**config.mk**
```make
export PLATFORM = sky130hd
export DESIGN_NAME = seq_restoring_divider
export DESIGN_NICKNAME = d
export VERILOG_FILES = /design/src/rtl/seq_restoring_divider.sv
export SDC_FILE = /design/constraint.sdc
export NUM_CORES = 1
export LEC_CHECK = 0
export ABC_AREA = 1
export CAP_MARGIN = 20
export CELL_PAD_IN_SITES_DETAIL_PLACEMENT = 0
export CELL_PAD_IN_SITES_GLOBAL_PLACEMENT = 1
export CORE_MARGIN = 2
export CORE_UTILIZATION = 38
export DETAILED_ROUTE_END_ITERATION = 8
export DONT_BUFFER_PORTS = 1
export PLACE_DENSITY_LB_ADDON = 0.1
export SLEW_MARGIN = 20
export SYNTH_ARGS = -nofsm -noshare
export SYNTH_HDL_FRONTEND = slang
export SYNTH_SLANG_ARGS = --single-unit
```
**constraint.sdc**
```tcl
create_clock -name clk -period 2 [get_ports clk]
set_clock_uncertainty 0.05 [all_clocks]
set_input_delay 0.4 -clock clk [delete_from_list [all_inputs] [get_ports clk]]
set_output_delay 0.4 -clock clk [all_outputs]
set_load 0.01 [all_outputs]
```
**src/rtl/seq_restoring_divider.sv**
```systemverilog
// Unsigned sequential restoring divider: one quotient bit per clock by trial subtraction.
// Start/busy/done handshake. Results hold until the next completion.
module seq_restoring_divider #(
  parameter int WIDTH = 20
) (
  input  logic             clk,
  input  logic             rst_n,
  input  logic             start,
  input  logic [WIDTH-1:0] dividend,
  input  logic [WIDTH-1:0] divisor,
  output logic             busy,
  output logic             done,
  output logic [WIDTH-1:0] quotient,
  output logic [WIDTH-1:0] remainder,
  output logic             div_by_zero
);

  localparam int CW = (WIDTH > 1) ? $clog2(WIDTH) : 1;
  localparam logic [CW-1:0] CNT_LAST = CW'(WIDTH - 1);

  typedef enum logic [1:0] {IDLE, CALC, DONE} state_t;

  state_t           state_reg, state_next;
  logic [WIDTH-1:0] q_reg, q_next;
  logic [WIDTH-1:0] r_reg, r_next;
  logic [WIDTH-1:0] d_reg, d_next;
  logic [CW-1:0]    cnt_reg, cnt_next;
  logic [WIDTH-1:0] quotient_reg, quotient_next;
  logic [WIDTH-1:0] remainder_reg, remainder_next;
  logic             dbz_reg, dbz_next;

  // The stored partial remainder is always below the divisor, so its top bit is
  // implicitly zero; only the shifted/trial values need the extra bit.
  logic [WIDTH:0]   r_shift;
  logic [WIDTH:0]   trial;
  logic [WIDTH-1:0] q_new;
  logic [WIDTH-1:0] r_new;

  assign r_shift = {r_reg, q_reg[WIDTH-1]};
  assign trial   = r_shift - {1'b0, d_reg};

  always_comb begin
    q_new = {q_reg[WIDTH-2:0], 1'b0};
    r_new = r_shift[WIDTH-1:0];
    if (!trial[WIDTH]) begin
      q_new = {q_reg[WIDTH-2:0], 1'b1};
      r_new = trial[WIDTH-1:0];
    end
  end

  always_comb begin
    state_next     = state_reg;
    q_next         = q_reg;
    r_next         = r_reg;
    d_next         = d_reg;
    cnt_next       = cnt_reg;
    quotient_next  = quotient_reg;
    remainder_next = remainder_reg;
    dbz_next       = dbz_reg;
    case (state_reg)
      IDLE: begin
        if (start) begin
          q_next   = dividend;
          r_next   = '0;
          d_next   = divisor;
          cnt_next = '0;
          if (divisor == '0) begin
            quotient_next  = '1;
            remainder_next = dividend;
            dbz_next       = 1'b1;
            state_next     = DONE;
          end else begin
            state_next = CALC;
          end
        end
      end
      CALC: begin
        q_next   = q_new;
        r_next   = r_new;
        cnt_next = cnt_reg + CW'(1);
        if (cnt_reg == CNT_LAST) begin
          quotient_next  = q_new;
          remainder_next = r_new;
          dbz_next       = 1'b0;
          state_next     = DONE;
        end
      end
      DONE:    state_next = IDLE;
      default: state_next = IDLE;
    endcase
  end

  always_ff @(posedge clk or negedge rst_n) begin
    if (!rst_n) begin
      state_reg     <= IDLE;
      q_reg         <= '0;
      r_reg         <= '0;
      d_reg         <= '0;
      cnt_reg       <= '0;
      quotient_reg  <= '0;
      remainder_reg <= '0;
      dbz_reg       <= 1'b0;
    end else begin
      state_reg     <= state_next;
      q_reg         <= q_next;
      r_reg         <= r_next;
      d_reg         <= d_next;
      cnt_reg       <= cnt_next;
      quotient_reg  <= quotient_next;
      remainder_reg <= remainder_next;
      dbz_reg       <= dbz_next;
    end
  end

  assign busy        = (state_reg == CALC);
  assign done        = (state_reg == DONE);
  assign quotient    = quotient_reg;
  assign remainder   = remainder_reg;
  assign div_by_zero = dbz_reg;

endmodule

```
==> qor.yml, run 1 <==
drive_gt1_share_pct: 36.13
worstPathCellList: "inv_2, ha_4, nand2_2, nand2_2, a21oi_4, nand2_2, nand2_4, nand4_1, nand2_8, buf_12, nand3_4, nand3_2, nand2_1, inv_1"
fin_util_pct: 50.79
reg2regPathDepth: 14
die_w_um: 137.4
combinationalPowerShare_pct: 69.2
ys_warn_count: 0
cts_buffer_depth: 2
wl_per_cell_um: 16.12
p_sw_share_pct: 47.70
io_pins: 86
synth-edff-count: 0
ir_drop_mv: 1.221
outcome: "finished, violations left"
grt_pass1_vias: 5926
cp_slowest_cell: "dfrtp_1"
dp_hpwl_um: 14560
gp_congestion: 0.8645
yosys.area.top_type: "dfrtp_1"
hp-class: "in -> async"
path_class: "reg -> reg"
antenna_found_initial: 0
crit_top_cell: "nand2_2"
htree_num_levels: 3
worst_path_largest_cell_delay_ns: 0.44
post-route-period-util_pct: 107.1
initial_core_util_pct: 38.95
syn-num-nets: 935
power_density_nw_per_um2: 2054
hold_viol_final: 108
grt_usage_pct: 21.73
postLayoutCellArea_sq_um: 8816
root_buffer: "clkbuf_16"
ys_dominant_reg_cell: "dfrtp_1"
hold_slack_ns: -0.3244
setup_slack_ns: -0.1414
yosys.cell_types.count: 39
syn_avg_cell_area_sq_um: 7.770
p_leak_uw: 0.004425
grt_pass1_wl_um: 31280
cts_inserted_buffers: 9
dr.pass1.iters: 5
final-max-slew-violation-count: 0
power_frac_seq_pct: 20.7
insertion_delay_ns: 0.36
cp-end-kind: "flip-flop"
die_area_sq_um: 18870
maxCapViolations: 0
place.port_buffers: 0
violations: "hold timing, setup timing"
clkTransAtPathRegs_ns: 0.08
arrival_ns: 2.39
clock_power_share_pct: 10.1
cts_tree: "done"
drt_wl_total_um: 19370
synth_seq_cells: 108
power.internal_uw: 9468
period_minus_slack_ns: 2.141
start_kind: "flip-flop"
setup_viol: 39
grt_max_degree: 109
drt_iter0_markers: 284
drc_errors: 0
grt_overflow: 0
synthTopCellsByArea: "dfrtp_1, nand2_1, inv_1, nand3_2, ha_1"
row_count: 48
cts_sinks: 108
viasPerCell: 4.753
cp.required_ns: 2.25
fin_nets: 1037
async_flop_share_pct: 100.0
rsz0062_at_grt: "true"
fmax_mhz: 467.0
syn-cell-area_sq_um: 6760
synthCells: 870
n_antenna_cell: 0
maxSlewHeadroom_pct: 72.44
synth_top_area_share_pct: 39.98
core_sq_um: 17360
num_vias: 5713
switchingPower_uw: 8637
dieHeight_um: 137.4
ant_nets: 0
worst_pin_slew_ns: 0.4134
yosys.cell_count.top_type: "nand2_1"
areaGrowthSynthToFinish_pct: 30.41
ys_seq_area_share_pct: 39.98
postPlaceCellArea_sq_um: 7745
critical_path.max_fanout: 8
synth_common_cells: "nand2_1, inv_1, dfrtp_1"
-- power by group through the flow --
stage / combinational [uW] / clock, uW / sequential, uW
6_report: 12500 / 1830 / 3750
5_1_grt: 13800 / 1970 / 3840
4_1_cts: 11900 / 1870 / 3740
3_5_place_dp: 10400 / 0 / 3720
3_3_place_gp: 10400 / 0 / 3710
2_1_floorplan: 6760 / 0 / 3550
-- critical path: cells and delay by family, from the launching register on --
kind,cells,cell delay (ns)
adder cells (fa/ha/maj),1,0.21
AO/OA/AOI/OAI,1,0.17
buffers and inverters,3,0.31
flip-flops,1,0.44
AND/OR/NAND/NOR,9,0.91
-- routing by layer --
metal | GRT usage (%) | share of wire (%)
met5 | 0 | 0
met4 | 6.472 | 1.4
met3 | 2.539 | 4.5
met2 | 36.10 | 47
met1 | 29.74 | 47
-- metrics by stage --
step	setup TNS, ns	setup slack [ns]	power (uW)	hold WS, ns	instances
6_report	-3.061	-0.1414	18110	-0.3244	1202
4_1_cts	-3.574	-0.1434	17560	-0.3350	1196
2_1_floorplan	0	0.01284	10310	0.05441	870
5_1_grt	-7.518	-0.2675	19630	-0.3441	1202
3_5_place_dp	-6.975	-0.2386	14140	0.05775	1172
3_3_place_gp	-6.994	-0.2517	14080	0.05749	1172
-- layout make-up --
type	count	area, sq um
Multi-Input combinational cell	569	3875
Inverter	162	608.1
Clock buffer	10	239.0
Sequential cell	108	2709
Fill cell	1694	8541
Timing Repair Buffer	122	1049
Clock inverter	6	55.05
Tap cell	225	281.5
-- path summary, 6_finish.rpt --
kind / start / endpoint / slack, ns
min in group clk: divisor[6] / d_reg[6]$_DFFE_PN0P_ / 0.11
worst min register to register: d_reg[15]$_DFFE_PN0P_ / d_reg[15]$_DFFE_PN0P_ / 0.44
max in group asynchronous: rst_n / r_reg[16]$_DFFE_PN0P_ / 2.05
worst max register to register: d_reg[9]$_DFFE_PN0P_ / remainder[8]$_DFFE_PN0P_ / -0.14
worst min-delay path: rst_n / quotient[5]$_DFFE_PN0P_ / -0.32
worst max-delay path: d_reg[9]$_DFFE_PN0P_ / remainder[8]$_DFFE_PN0P_ / -0.14
-- layout by cell type, fill, tap and decap left out, types with 10 or more instances in the layout --
master    instances
a21oi_1          26
buf_4           112
dfrtp_1         103
ha_4             17
inv_1           142
inv_2            20
nand2_1         203
nand2_2          32
nand3_1          22
nand3_2          60
nand3_4          22
nor2_1           59
nor2_2           10
o21ai_0          21
o221ai_1         19
or2_2            20
-- cells by family (layout without fill, tap and decap cells) --
kind of cell / count (synthesis) / count (layout) / synth area share [%]
buf+inv: 193 / 300 / 12.22
flops: 108 / 108 / 39.98
fa+ha+maj: 22 / 22 / 4.183
xor+xnor: 9 / 9 / 1.166
compound gates: 78 / 78 / 7.200
mux: 1 / 1 / 0.1481
simple gates: 459 / 459 / 35.11
-- repair_timing --
action	CTS	global route
setup buffers	7	6
gates cloned	1	0
pin swaps	50	29
endpoints found under the hold margin	108	108
gates resized for setup	82	52
endpoints found under the setup margin	43	62
Power figures use the tool's default switching activity.
==> run 2, diff against run 1 <==
--- a/config.mk
+++ b/config.mk
@@ -9,11 +9,10 @@
 export CAP_MARGIN = 20
 export CELL_PAD_IN_SITES_DETAIL_PLACEMENT = 0
 export CELL_PAD_IN_SITES_GLOBAL_PLACEMENT = 1
-export CORE_MARGIN = 2
 export CORE_UTILIZATION = 38
 export DETAILED_ROUTE_END_ITERATION = 8
 export DONT_BUFFER_PORTS = 1
-export PLACE_DENSITY_LB_ADDON = 0.1
+export PLACE_DENSITY = 0.75
 export SLEW_MARGIN = 20
 export SYNTH_ARGS = -nofsm -noshare
 export SYNTH_HDL_FRONTEND = slang
==> qor.yml, run 2 (synthesis gave the netlist of run 1 again) <==
fillers: 1698
htree_num_levels: 3
p_sw_share_pct: 46.55
crit_start: "q_reg[19]$_DFFE_PN0P_"
rsz0062_at_grt: "true"
cp_slowest_cell: "dfrtp_1"
cts_tree: "done"
insertion_delay_ns: 0.36
r2r-start: "q_reg[19]$_DFFE_PN0P_"
final-max-slew-violation-count: 0
clock_power_share_pct: 11.3
die_area_sq_um: 18330
clkTransAtPathRegs_ns: 0.07
drive_gt1_share_pct: 30.50
start_kind: "flip-flop"
drt_iter0_markers: 243
cp_num_cells: 15
die_w_um: 135.4
hp-class: "in -> async"
ir_drop_mv: 0.8822
ant_nets: 0
fin_nets: 1024
cp_top_family: "simple AND/OR/NAND/NOR gates"
maxCapViolations: 0
grt_pass1_wl_um: 27500
cts_sinks: 108
power.internal_uw: 9120
worstPathCellList: "inv_1, ha_2, fa_2, inv_2, nand3_2, nand3_4, nand2_4, nand3_4, nand2_2, nand2_4, clkbuf_16, nand3_2, nand3_1, nand2_1, inv_1"
dr.pass1.iters: 4
register_area_sq_um: 2706
setup_viol: 42
cp.required_ns: 2.25
hold_slack_ns: -0.3188
p_leak_uw: 0.004294
initial_core_util_pct: 38.95
power_frac_seq_pct: 21.7
antenna_found_initial: 0
cts_buffer_depth: 2
grt_pass1_vias: 5465
row_count: 48
preCtsSetupSlack_ns: -0.2350
fmax_mhz: 460.7
n_antenna_cell: 0
cts_inserted_buffers: 9
violations: "hold timing, setup timing"
place.port_buffers: 0
grt_usage_pct: 19.46
reg2reg_to: "remainder[0]$_DFFE_PN0P_"
grt_max_degree: 109
drt_wl_total_um: 17500
critical_path.max_fanout: 5
root_buffer: "clkbuf_16"
combinationalPowerShare_pct: 67.1
arrival_ns: 2.42
post-route-period-util_pct: 108.5
outcome: "finished, violations left"
drc_errors: 0
fin_util_pct: 48.83
layout.cells.most_common_list: "nand2_1, inv_1, dfrtp_1"
path_class: "reg -> reg"
grt_overflow: 0
viasPerCell: 4.738
cp-end-kind: "flip-flop"
worst_pin_slew_ns: 0.3712
core_sq_um: 17360
multi_input_area_sq_um: 3597
setup_slack_ns: -0.1706
r2r_slack_ns: -0.17
cp_num_buf_inv: 4
gp_congestion: 0.8645
hold_viol_final: 108
switchingPower_uw: 7944
final_common_cell: "nand2_1"
dp_hpwl_um: 12990
io_pins: 86
worst_path_largest_cell_delay_ns: 0.39
critPathCapture: "remainder[0]$_DFFE_PN0P_"
period_minus_slack_ns: 2.171
power_density_nw_per_um2: 2014
areaGrowthSynthToFinish_pct: 25.36
wl_per_cell_um: 14.72
num_vias: 5634
reg2regPathDepth: 15
dieHeight_um: 135.4
maxSlewHeadroom_pct: 75.25
## run 2: changes by cell type in the layout (fill, tap and decap cells not counted), moves of 7 or more
cell,before,now
buf_4,112,98
nand2_2,32,25
nand2_1,203,215
nand3_4,22,13
inv_1,142,151
nand3_1,22,33
inv_2,20,11
## run 2: how the worst min path moves through the flow
stage / from / endpoint / slack [ns] / cells past startpoint
finish: rst_n / quotient[6]$_DFFE_PN0P_ / -0.32 / 0
global route: rst_n / quotient[6]$_DFFE_PN0P_ / -0.33 / 0
CTS: rst_n / d_reg[10]$_DFFE_PN0P_ / -0.33 / 0
detailed placement: rst_n / quotient[4]$_DFFE_PN0P_ / 0.06 / 0
global placement: rst_n / quotient[4]$_DFFE_PN0P_ / 0.06 / 0
floorplan: rst_n / cnt_reg[0]$_DFFE_PN0P_ / 0.05 / 0
## run 2: power groups by stage
stage               clock network, uW  registers [uW]  logic (uW)
finish                           1930            3690       11400
global route                     2040            3790       12600
CTS                              1980            3650       10500
detailed placement                  0            3680       10200
global placement                    0            3670       10200
floorplan                           0            3550        6760
## run 2: per-stage QoR
| stage | area, sq um | hold WS [ns] | setup TNS, ns | power [uW] | instances |
|---|---|---|---|---|---|
| 4_1_cts | 8089 | -0.3333 | -3.798 | 16090 | 1186 |
| 3_5_place_dp | 7705 | 0.05850 | -6.972 | 13870 | 1165 |
| 6_report | 8474 | -0.3188 | -4.321 | 17060 | 1189 |
| 5_1_grt | 8474 | -0.3303 | -7.399 | 18450 | 1189 |
| 3_3_place_gp | 7705 | 0.05812 | -6.565 | 13830 | 1165 |
| 2_1_floorplan | 6763 | 0.05441 | 0 | 10310 | 870 |
## run 2: area by class of cell
class                      instances  share of cell area, %
clock buffer                      10                  2.820
clock inverter                     6                 0.9006
inverter                         162                  7.176
multi-input combinational        569                  42.45
sequential                       108                  31.94
tap                              225                  3.322
timing repair buffer             109                  11.40
## run 2: timing repair
item | 4_1_cts | 5_1_grt
gates cloned | 0 | 2
hold endpoints to repair | 108 | 108
resized for setup | 10 | 61
pin swaps | 3 | 8
setup endpoints to repair | 42 | 62
buffers inserted | 5 | 1
## run 2: routing by layer
| metal | part of all wire, % | routed length, um | vias to the layer above | track usage [%] |
|---|---|---|---|---|
| li1 | - | - | 2898 | - |
| met1 | 48 | 8446 | 2616 | 26.31 |
| met2 | 46 | 7964 | 96 | 31.28 |
| met3 | 4.1 | 709 | 24 | 2.806 |
| met4 | 2.2 | 377 | 0 | 7.491 |
| met5 | 0 | 0 | - | 0 |
